`config.mk`:
```
export PLATFORM = sky130hd
export DESIGN_NAME = timer_counter_flat
export DESIGN_NICKNAME = d
export VERILOG_FILES = /design/src/rtl/timer_counter_if.sv /design/src/rtl/timer_counter.sv /design/src/flat_wrapper.sv
export SDC_FILE = /design/constraint.sdc
export NUM_CORES = 1
export LEC_CHECK = 0
export CORE_ASPECT_RATIO = 0.75
export CORE_MARGIN = 2
export CORE_UTILIZATION = 41
export DETAILED_ROUTE_END_ITERATION = 8
export PLACE_DENSITY = 0.65
export SLEW_MARGIN = 20
export SYNTH_ARGS = -nofsm -noshare
export SYNTH_HDL_FRONTEND = slang
export SYNTH_SLANG_ARGS = --single-unit
```
`constraint.sdc`:
```
create_clock -name clk -period 2.9 [get_ports clk]
set_input_delay 0.435 -clock clk [delete_from_list [all_inputs] [get_ports clk]]
set_output_delay 0.435 -clock clk [all_outputs]
set_load 0.1 [all_outputs]
```
`src/rtl/timer_counter_if.sv`:
```
`default_nettype none
// ---------------------------------------------------------------------------
// timer_counter_if : register bus and interrupt line of the timer_counter
// Revision 1.0 - initial release
// ---------------------------------------------------------------------------
interface timer_counter_if;
   logic [1:0]  addr;
   logic        we;
   logic [31:0] wdata;
   logic [31:0] rdata;
   logic        irq;

   modport master (output addr, output we, output wdata, input rdata, input irq);
   modport slave  (input addr, input we, input wdata, output rdata, output irq);
endinterface
`default_nettype wire

```
`src/rtl/timer_counter.sv`:
```
`default_nettype none
// ---------------------------------------------------------------------------
// timer_counter : memory-mapped programmable down-counter, interrupt source
// Revision 1.0 - initial release
// ---------------------------------------------------------------------------
module timer_counter (
   input  wire logic       clk,
   input  wire logic       reset,
   timer_counter_if.slave  bus
);

   localparam logic [1:0] ADDR_CTRL   = 2'd0;
   localparam logic [1:0] ADDR_PRESET = 2'd1;
   localparam logic [1:0] ADDR_COUNT  = 2'd2;
   localparam logic [1:0] MODE_RELOAD = 2'b01;

   typedef enum logic [1:0] {
      S_IDLE = 2'd0,
      S_LOAD = 2'd1,
      S_CNT  = 2'd2,
      S_INT  = 2'd3
   } state_t;

   state_t      state_q, state_d;
   logic [3:0]  ctrl_q, ctrl_d;
   logic [31:0] preset_q, preset_d;
   logic [31:0] count_q, count_d;
   logic        flag_q, flag_d;

   always_comb begin
      state_d  = state_q;
      ctrl_d   = ctrl_q;
      preset_d = preset_q;
      count_d  = count_q;
      flag_d   = flag_q;

      case (state_q)
         S_IDLE: begin
            if (ctrl_q[0]) state_d = S_LOAD;
         end
         S_LOAD: begin
            count_d = preset_q;
            state_d = S_CNT;
         end
         S_CNT: begin
            if (!ctrl_q[0]) begin
               state_d = S_IDLE;
            end else if (count_q > 32'd1) begin
               count_d = count_q - 32'd1;
            end else begin
               // also covers a preset of 0, so it behaves like a preset of 1
               count_d = 32'd0;
               flag_d  = 1'b1;
               state_d = S_INT;
            end
         end
         S_INT: begin
            if (ctrl_q[2:1] == MODE_RELOAD) begin
               flag_d  = 1'b0;
               state_d = S_LOAD;
            end else begin
               ctrl_d[0] = 1'b0;
               state_d   = S_IDLE;
            end
         end
         default: state_d = S_IDLE;
      endcase

      // bus writes come last so a CTRL write overrides the one-shot En clear
      if (bus.we) begin
         case (bus.addr)
            ADDR_CTRL: begin
               ctrl_d = bus.wdata[3:0];
               flag_d = 1'b0;
            end
            ADDR_PRESET: begin
               preset_d = bus.wdata;
               flag_d   = 1'b0;
            end
            default: ;
         endcase
      end
   end

   always_ff @(posedge clk) begin
      if (reset) begin
         state_q  <= S_IDLE;
         ctrl_q   <= 4'd0;
         preset_q <= 32'd0;
         count_q  <= 32'd0;
         flag_q   <= 1'b0;
      end else begin
         state_q  <= state_d;
         ctrl_q   <= ctrl_d;
         preset_q <= preset_d;
         count_q  <= count_d;
         flag_q   <= flag_d;
      end
   end

   always_comb begin
      case (bus.addr)
         ADDR_CTRL:   bus.rdata = {28'd0, ctrl_q};
         ADDR_PRESET: bus.rdata = preset_q;
         ADDR_COUNT:  bus.rdata = count_q;
         default:     bus.rdata = 32'd0;
      endcase
   end

   assign bus.irq = ctrl_q[3] & flag_q;

endmodule
`default_nettype wire
```
`src/flat_wrapper.sv`:
```
// flat-port wrapper written by rule: the top's interface ports become plain ports
module timer_counter_flat 
  (clk, reset, bus_addr, bus_we, bus_wdata, bus_rdata, bus_irq);
  timer_counter_if bus_i ();
  input  wire logic clk;
  input  wire logic reset;
  input wire logic [$bits(bus_i.addr)-1:0] bus_addr;
  input wire logic [$bits(bus_i.we)-1:0] bus_we;
  input wire logic [$bits(bus_i.wdata)-1:0] bus_wdata;
  output wire logic [$bits(bus_i.rdata)-1:0] bus_rdata;
  output wire logic [$bits(bus_i.irq)-1:0] bus_irq;
  assign bus_i.addr = bus_addr;
  assign bus_i.we = bus_we;
  assign bus_i.wdata = bus_wdata;
  assign bus_rdata = bus_i.rdata;
  assign bus_irq = bus_i.irq;
  timer_counter u_core (.clk(clk), .reset(reset), .bus(bus_i));
endmodule
```
# --- Word level (Yosys, flattened, before mapping) ---
# Index checks and enable logic that the tools add are counted.
op_classes:
  addsub: 1
  multipliers: 0
  div: 0
  n_lt_le_gt_ge: 1
  eq_ne: 9
  shift: 0
  mux: 19
  n_bitwise: 1
  reduce_logical: 8
op_table:
  columns: ["op", "n"]
  rows:
  - ["$pmux W32 S3", 1]
  - ["$mux W32", 2]
  - ["$pmux W32 S2", 1]
  - ["$gt A32 B1 Y1 const B", 1]
  - ["$sub A32 B1 Y32 const B", 1]
  - ["$mux W1", 10]
  - ["$pmux W2 S4", 1]
  - ["$reduce_and A2 Y1", 4]
  - ["$eq A2 B1 Y1 const B", 3]
  - ["$eq A2 B2 Y1 const B", 3]
  - ["$mux W2", 3]
  - ["$logic_not A2 Y1", 2]
  - ["$ne A2 B1 Y1 const B", 2]
  - ["$ne A3 B3 Y1 const B", 1]
  - ["$pmux W1 S2", 1]
  - ["$reduce_bool A2 Y1", 1]
  - ["$reduce_or A2 Y1", 1]
  - ["$and A1 B1 Y1", 1]
word_totals:
  reg_bits: 71
  latch_bits: 0
  ram_bits: 0
  mem_bits_ro: 0
  input_bits: 37
  out_inout_bits: 33
  wordCells: 45
  memories: 0

# --- Logic depth before layout (Yosys ltp) ---
logic_depth:
  ltp_word: 6
  mapped_depth: 8
  ltp_nobuf: 7

# --- Least setup slack after synthesis ---
# OpenSTA, ideal clock, no wires.
synth_path:
  path_type: "in2out"
  startpoint: "in bus_addr[1]"
  endpoint: "out bus_rdata[0]"
  arrival_time_ps: 2919
  t_required_ps: 2465
  setup_slack_ps: -454
  cell_stages: 3
  path_buffers: 1
  cell_sequence: "clkbuf_1 mux2i_1 o21ai_0"
synth_via:
  elab_chain_cells: 2
  elab_cells_between_ends: 4
  classes_between: "eq/ne (2); mux (1); reduce/logical (1)"
synth_lines:
  columns: ["item", "line", "source"]
  rows:
  - ["start, declared", "flat_wrapper.sv:7", "input wire logic [$bits(bus_i.addr)-1:0] bus_addr;"]
  - ["$eq A2 B2 Y1 (tied with other cells)", "timer_counter.sv:102", "case (bus.addr)"]
  - ["$pmux W32 S3 *", "timer_counter.sv:102", null]
  - ["end, declared", "flat_wrapper.sv:10", "output wire logic [$bits(bus_i.rdata)-1:0] bus_rdata;"]
# Mark *: on every way between the ends. The rest lies on a longest branch, timed or not.

# --- Worst setup path in the final report ---
layout_path:
  startpoint: "reg u_core.count_q[27]"
  endpoint: "reg u_core.count_q[0]"
layout_via:
  elab_chain_cells: 4
layout_lines:
  columns: ["item", "line", "source"]
  rows:
  - ["start, declared", "timer_counter.sv:27", "logic [31:0] count_q, count_d;"]
  - ["start signal, assigned", "timer_counter.sv:96", "count_q <= count_d;"]
  - ["$gt A32 B1 Y1", "timer_counter.sv:48", "end else if (count_q > 32'd1) begin"]
  - ["$mux W32", "timer_counter.sv:48", null]
  - ["$mux W32", "timer_counter.sv:46", "if (!ctrl_q[0]) begin"]
  - ["$pmux W32 S2", "timer_counter.sv:37", "case (state_q)"]
# Every way passes these cells. The select of a mux whose other input is x is not followed.
# A chain may end at the register's enable or synchronous reset.

==> out/qor.csv <==
metric,value,unit
Finish-stage setup viols,0,
worst hold endpoint,u_core.preset_q[30],
Skew-Pair Late Insertion Delay,0.33,ns
final hold vios,0,
Slew @ Worst Pin,0.7858,ns
Post-CTS Hold Buffers,0,
Post-CTS Setup Bufs,0,
Critical path buffers and inverters,0,
Total GRT Usage,22.25,%
Slew Limit Fails,0,
Setup Crit Path Kind,reg2reg,
"Seq/Total Area, Yosys",35.92,%
total negative slack,0,ns
Hold WC Path Type,reg2reg,
Critical Path End Type,flop,
vias in the first global route,3788,
nets,613,
worst path cell trace,"or4_1, or4b_1, o41a_2, a221oi_1, a211oi_1",
Crit path max-delay family,simple AND/OR/NAND/NOR gates,
Mapped Area,3958,µm²
Synth Instances,520,
Vias/cell,5.810,
grt ovf,0,
RSZ-0062 raised after global routing,no,
CTS Buffer Depth,2,
FILL cells,878,
I/O Pins,70,
Slowest cell on crit path,o41a_2,
Die W,117.4,µm
Ys Warns,0,
largest net degree at the start of global routing,72,
I/O Buffers,69,
area of the multi-input gates,2316,µm²
total leakage power,1.948,nW
period utilization,94.79,%
clk sinks,71,
Unique masters post-synth,53,
Worst IR Drop VDD,0.3104,mV
Chip Height,89.09,µm
Worst R2R Path Depth,5,
final clock skew,0.005489,ns
R2R Path End,u_core.count_q[0],
initial antenna violation count,0,
global-route wire length before repair,18870,µm
FF-to-FF Start,u_core.count_q[27],
DR iter-0 viols,408,
syn_nets,559,
total die area,10460,µm²
diode count,0,
H-tree levels,3,
Storage cell area,1421,µm²
crit path max fanout,25,
status,"finished, final reports clean",
Post-CTS Resized,0,
R2R setup slack,0.15,ns
Min-Delay Startpoint,u_core.preset_q[30],
fin crit period,2.749,ns
Post-Syn Area per Cell,7.611,µm²
final WL,11430,µm
f_max,363.8,MHz
hold depth,2,
Core Region,9503,µm²
#FFs+latches synth,71,
Initial Util,41.65,%
critical path launch point type,flop,
final core utilization,56.70,%
P per Cell Area,481.1,nW/µm²
Final HPWL DP,7474,µm
hold_ws,0.4661,ns
FP Rows,31,
CP arrival,2.93,ns
GPL Wtd Cong,0.8803,
Vias,4131,
clock edge transition at the registers on the reported setup and hold paths,0.06,ns
WP data required,3.08,ns
Routed WL per cell,16.08,µm
CTS tree,built,
Area Growth Syn to Fin,36.14,%
cts bufs inserted,9,
clk root buf,clkbuf_16,
layout cells sized above 1,14.16,%
Antenna Nets Post-Route,0,
Slew Limit Headroom,47.61,%
first-pass detailed-route iteration total,5,
Max-cap violations,0,
DRC,0,
CP peak stage delay,0.63,ns
-- worst min-delay path: cells and delay by family, from the launching register on --
family           cells  cell delay (ns)
AO/OA/AOI/OAI        1             0.05
flip-flops           1             0.31
AND/OR/NAND/NOR      1             0.05
-- power breakdown --
| part | switching [mW] | internal, mW | total, mW |
|---|---|---|---|
| registers | 0.0299 | 1.00 | 1.03 |
| clock network | 0.420 | 0.688 | 1.11 |
| logic | 0.267 | 0.185 | 0.452 |
-- per-layer routing --
layer	routed length [µm]	track usage, %	up-vias
met4	109	6.462	0
met3	698	5.230	10
met1	5420	29.98	1972
met2	5205	36.20	144
li1	-	-	2005
met5	0	0	-
-- layout by cell type (no fill, tap or decap), types with 6 or more instances in the layout --
| cell | count |
|---|---|
| clkdlybuf4s50_1 | 35 |
| mux2i_1 | 7 |
| nand4_1 | 6 |
| nor4_1 | 12 |
| nand2_1 | 92 |
| a21oi_1 | 53 |
| nor3_1 | 11 |
| a211oi_1 | 22 |
| dfxtp_1 | 71 |
| o21ai_0 | 38 |
| o21a_1 | 9 |
| nand3_1 | 7 |
| clkbuf_16 | 9 |
| inv_1 | 13 |
| a22o_1 | 27 |
| nor2_1 | 25 |
| buf_4 | 16 |
| buf_12 | 33 |
-- cell usage after synthesis (all sizes together) --
master / n / area, µm²
dfxtp: 71 / 1421
or4: 8 / 70.07
nand2: 92 / 345.3
o21ai: 42 / 210.2
nand2b: 5 / 31.28
and2: 5 / 31.28
and4: 2 / 17.52
nor4: 12 / 75.07
a31oi: 5 / 31.28
or3: 5 / 32.53
xnor2: 2 / 17.52
o311ai: 1 / 8.760
a221oi: 5 / 43.79
a211oi: 22 / 165.2
a22o: 28 / 246.5
ha: 2 / 25.02
nand3: 7 / 35.03
a22oi: 1 / 7.510
a2bb2oi: 1 / 8.760
o21a: 9 / 67.56
o41ai: 4 / 53.81
buf: 8 / 48.79
nand4: 6 / 37.54
and3: 2 / 12.51
or2: 4 / 25.03
nor3b: 2 / 15.01
o31a: 2 / 18.77
o31ai: 5 / 37.54
a211o: 1 / 8.760
clkbuf: 34 / 127.6
nor2: 25 / 93.84
nand4b: 1 / 8.760
mux2: 2 / 22.52
nand3b: 1 / 7.510
o41a: 1 / 12.51
nor3: 11 / 55.05
mux2i: 7 / 70.07
nor2b: 5 / 31.28
or4b: 1 / 10.01
o2bb2ai: 1 / 8.760
inv: 13 / 48.80
a21oi: 54 / 274.0
a21o: 5 / 37.54
-- per-stage QoR --
step / instances / power [mW] / setup slack (ns) / cell area (µm²)
floorplan: 520 / 1.334 / 0.2353 / 3958
global route: 711 / 2.694 / 0.1121 / 5388
detailed placement: 695 / 1.501 / 0.2090 / 5087
finish: 711 / 2.592 / 0.1510 / 5388
CTS: 711 / 2.611 / 0.2105 / 5388
global placement: 695 / 1.495 / 0.2606 / 5087
-- kinds of logic after synthesis --
group	count (synthesis)	synth area share, %
and+or+nand+nor	194	23.62
AOI/OAI and AO/OA	187	31.36
DFF	71	35.92
buffers and inverters	55	5.691
muxes	9	2.340
xor gates and xnor gates	2	0.4427
adders and majority gates	2	0.6322
-- sequential cells by signal, summed over array words and instances, names as in the netlist --
name             cells
u_core.count_q      32
u_core.ctrl_q        4
u_core.flag_q        1
u_core.preset_q     32
u_core.state_q       2
-- cell type report --
cell class,instances,share of cell area (%)
Clock buffer,11,4.505
Clock inverter,5,1.068
Inverter,13,0.9057
Multi-Input combinational cell,394,42.99
Sequential cell,71,26.38
Tap cell,132,3.065
Timing Repair Buffer,85,21.09
-- worst max-delay path by stage --
stage | startpoint | endpoint | slack (ns) | cells past startpoint
after global placement | u_core.count_q[27] | u_core.count_q[0] | 0.26 | 5
after CTS | u_core.count_q[27] | u_core.count_q[0] | 0.21 | 5
after global routing | u_core.count_q[27] | u_core.count_q[0] | 0.11 | 5
final | u_core.count_q[27] | u_core.count_q[0] | 0.15 | 5
after floorplan | bus_addr[1] | bus_rdata[0] | 0.24 | 6
after detailed placement | u_core.count_q[27] | u_core.count_q[0] | 0.21 | 5
No activity file was read; power rests on OpenSTA's default activity.
==> RTL change (config.mk and constraints unchanged) <==
Put a register stage on the output `bus.irq`. The value now appears one clock later.
--- a/src/rtl/timer_counter.sv
+++ b/src/rtl/timer_counter.sv
@@ -109,3 +109,5 @@
 
-   assign bus.irq = ctrl_q[3] & flag_q;
+   always_ff @(posedge clk) begin
+      bus.irq <= ctrl_q[3] & flag_q;
+   end
 
Check against the original RTL: not equivalent (Yosys sat finds a counterexample within 10 cycles, from zero or initial values and one cycle with reset high).
==> RTL change against the original RTL <==
- synthesized area is 0.51% higher
- sequential cell count is 1 higher
- setup slack better by 42 ps
- routed wire length is 2.0% higher
- design area is 1.1% higher
- total power is 3.5% higher
- count of clock-buffer cells in the layout stayed put
- non-clock buffer count stayed put
- critical endpoint unchanged
==> RTL change: results (changes against the original RTL) <==
| Metric | Value |
|---|---|
| Status | completed (unchanged) |
| Fillers | 889 (was 878) |
| Pleak | 1.97 nW (was 1.95 nW) |
| Switch share | 27.0% (was 27.7%) |
| Met2 wire len | 5300 um (was 5210 um) |
| First-pass GRT wire length | 19100 um (was 18900 um) |
| GRT Total Usage | 22.3% (about the same) |
| Slew @ Worst Pin | 964 ps (was 786 ps) |
| Post-synth top cells | nand2_1, dfxtp_1, a21oi_1 (unchanged) |
| Hpwl dp | 7600 um (was 7470 um) |
| DR vias/cell | 5.77 (was 5.81) |
| VDD IR-drop max | 0.000216 V (was 0.000310 V) |
| Cell total after placement | 696 (was 695) |
| Quantity of gates resized following cts | 0 (unchanged) |
| Final Skew | 5.32 ps (was 5.49 ps) |
| Nets | 614 (was 613) |
| Drt pass-1 iters | 6 (was 5) |
| Routability cong. | 0.841 (was 0.880) |
| Synth top area cells | dfxtp_1, nand2_1, a21oi_1, a22o_1, o21ai_0 (unchanged) |
| DRT iter0 DRCs | 323 (was 408) |
| Vias in the first global route | 3832 (was 3788) |
| Met3 Use GR | 4.97% (was 5.23%) |
| Routed wire length | 11700 um (was 11400 um) |
| Critical path arrival | 2890 ps (was 2930 ps) |
| Met1 WL | 5590 um (was 5420 um) |
| Syn nets | 560 (was 559) |
| Max clock buf depth | 2 (unchanged) |
| Met2 usage | 37.5% (was 36.2%) |
| Sequential area share after synthesis | 36.2% (was 35.9%) |
| Area after DPL | 5130 um2 (was 5090 um2) |
RTL change: layout make-up:
type                            count  area [um2]  area share (%)
Multi-Input combinational cell    394        2320            42.5
Inverter                           13        48.8           0.896
Tap cell                          132         165            3.03
Clock inverter                      5        81.3            1.49
Sequential cell                    72        1440            26.5
Timing Repair Buffer               85        1160            21.3
Clock buffer                       11         233            4.27
RTL change: path summary, 6_finish.rpt:
path | from | to | slack (ps) | cells past startpoint
max | u_core.count_q[27] | u_core.count_q[0] | 190 | 5
min | u_core.preset_q[14] | u_core.preset_q[14] | 460 | 2
max reg2reg | u_core.count_q[27] | u_core.count_q[0] | 190 | 5
min reg2reg | u_core.preset_q[14] | u_core.preset_q[14] | 460 | 2
RTL change: power groups by stage:
| stage | logic [W] | clock network, W | registers, W |
|---|---|---|---|
| after floorplan | 0.000292 | 0 | 0.00106 |
| after global placement | 0.000449 | 0 | 0.00107 |
| after detailed placement | 0.000457 | 0 | 0.00107 |
| after CTS | 0.000461 | 0.00118 | 0.00104 |
| after global routing | 0.000496 | 0.00122 | 0.00105 |
| final | 0.000463 | 0.00117 | 0.00105 |
RTL change: logic make-up (layout without fill, tap and decap cells):
logic type	after synthesis	in the layout	share of synthesized area (%)
AND/OR/NAND/NOR	194	194	23.5
AO/OA/AOI/OAI	187	187	31.2
flip-flops	72	72	36.2
buffers and inverters	55	114	5.66
multiplexers	9	9	2.33
adder cells (fa/ha/maj)	2	2	0.629
XOR/XNOR	2	2	0.440
RTL change: worst max-delay path: cells and delay by family, from the launching register on:
family	cells	cell delay, ps
AOI/OAI and AO/OA	3	1030
DFF	1	380
and+or+nand+nor	2	1140
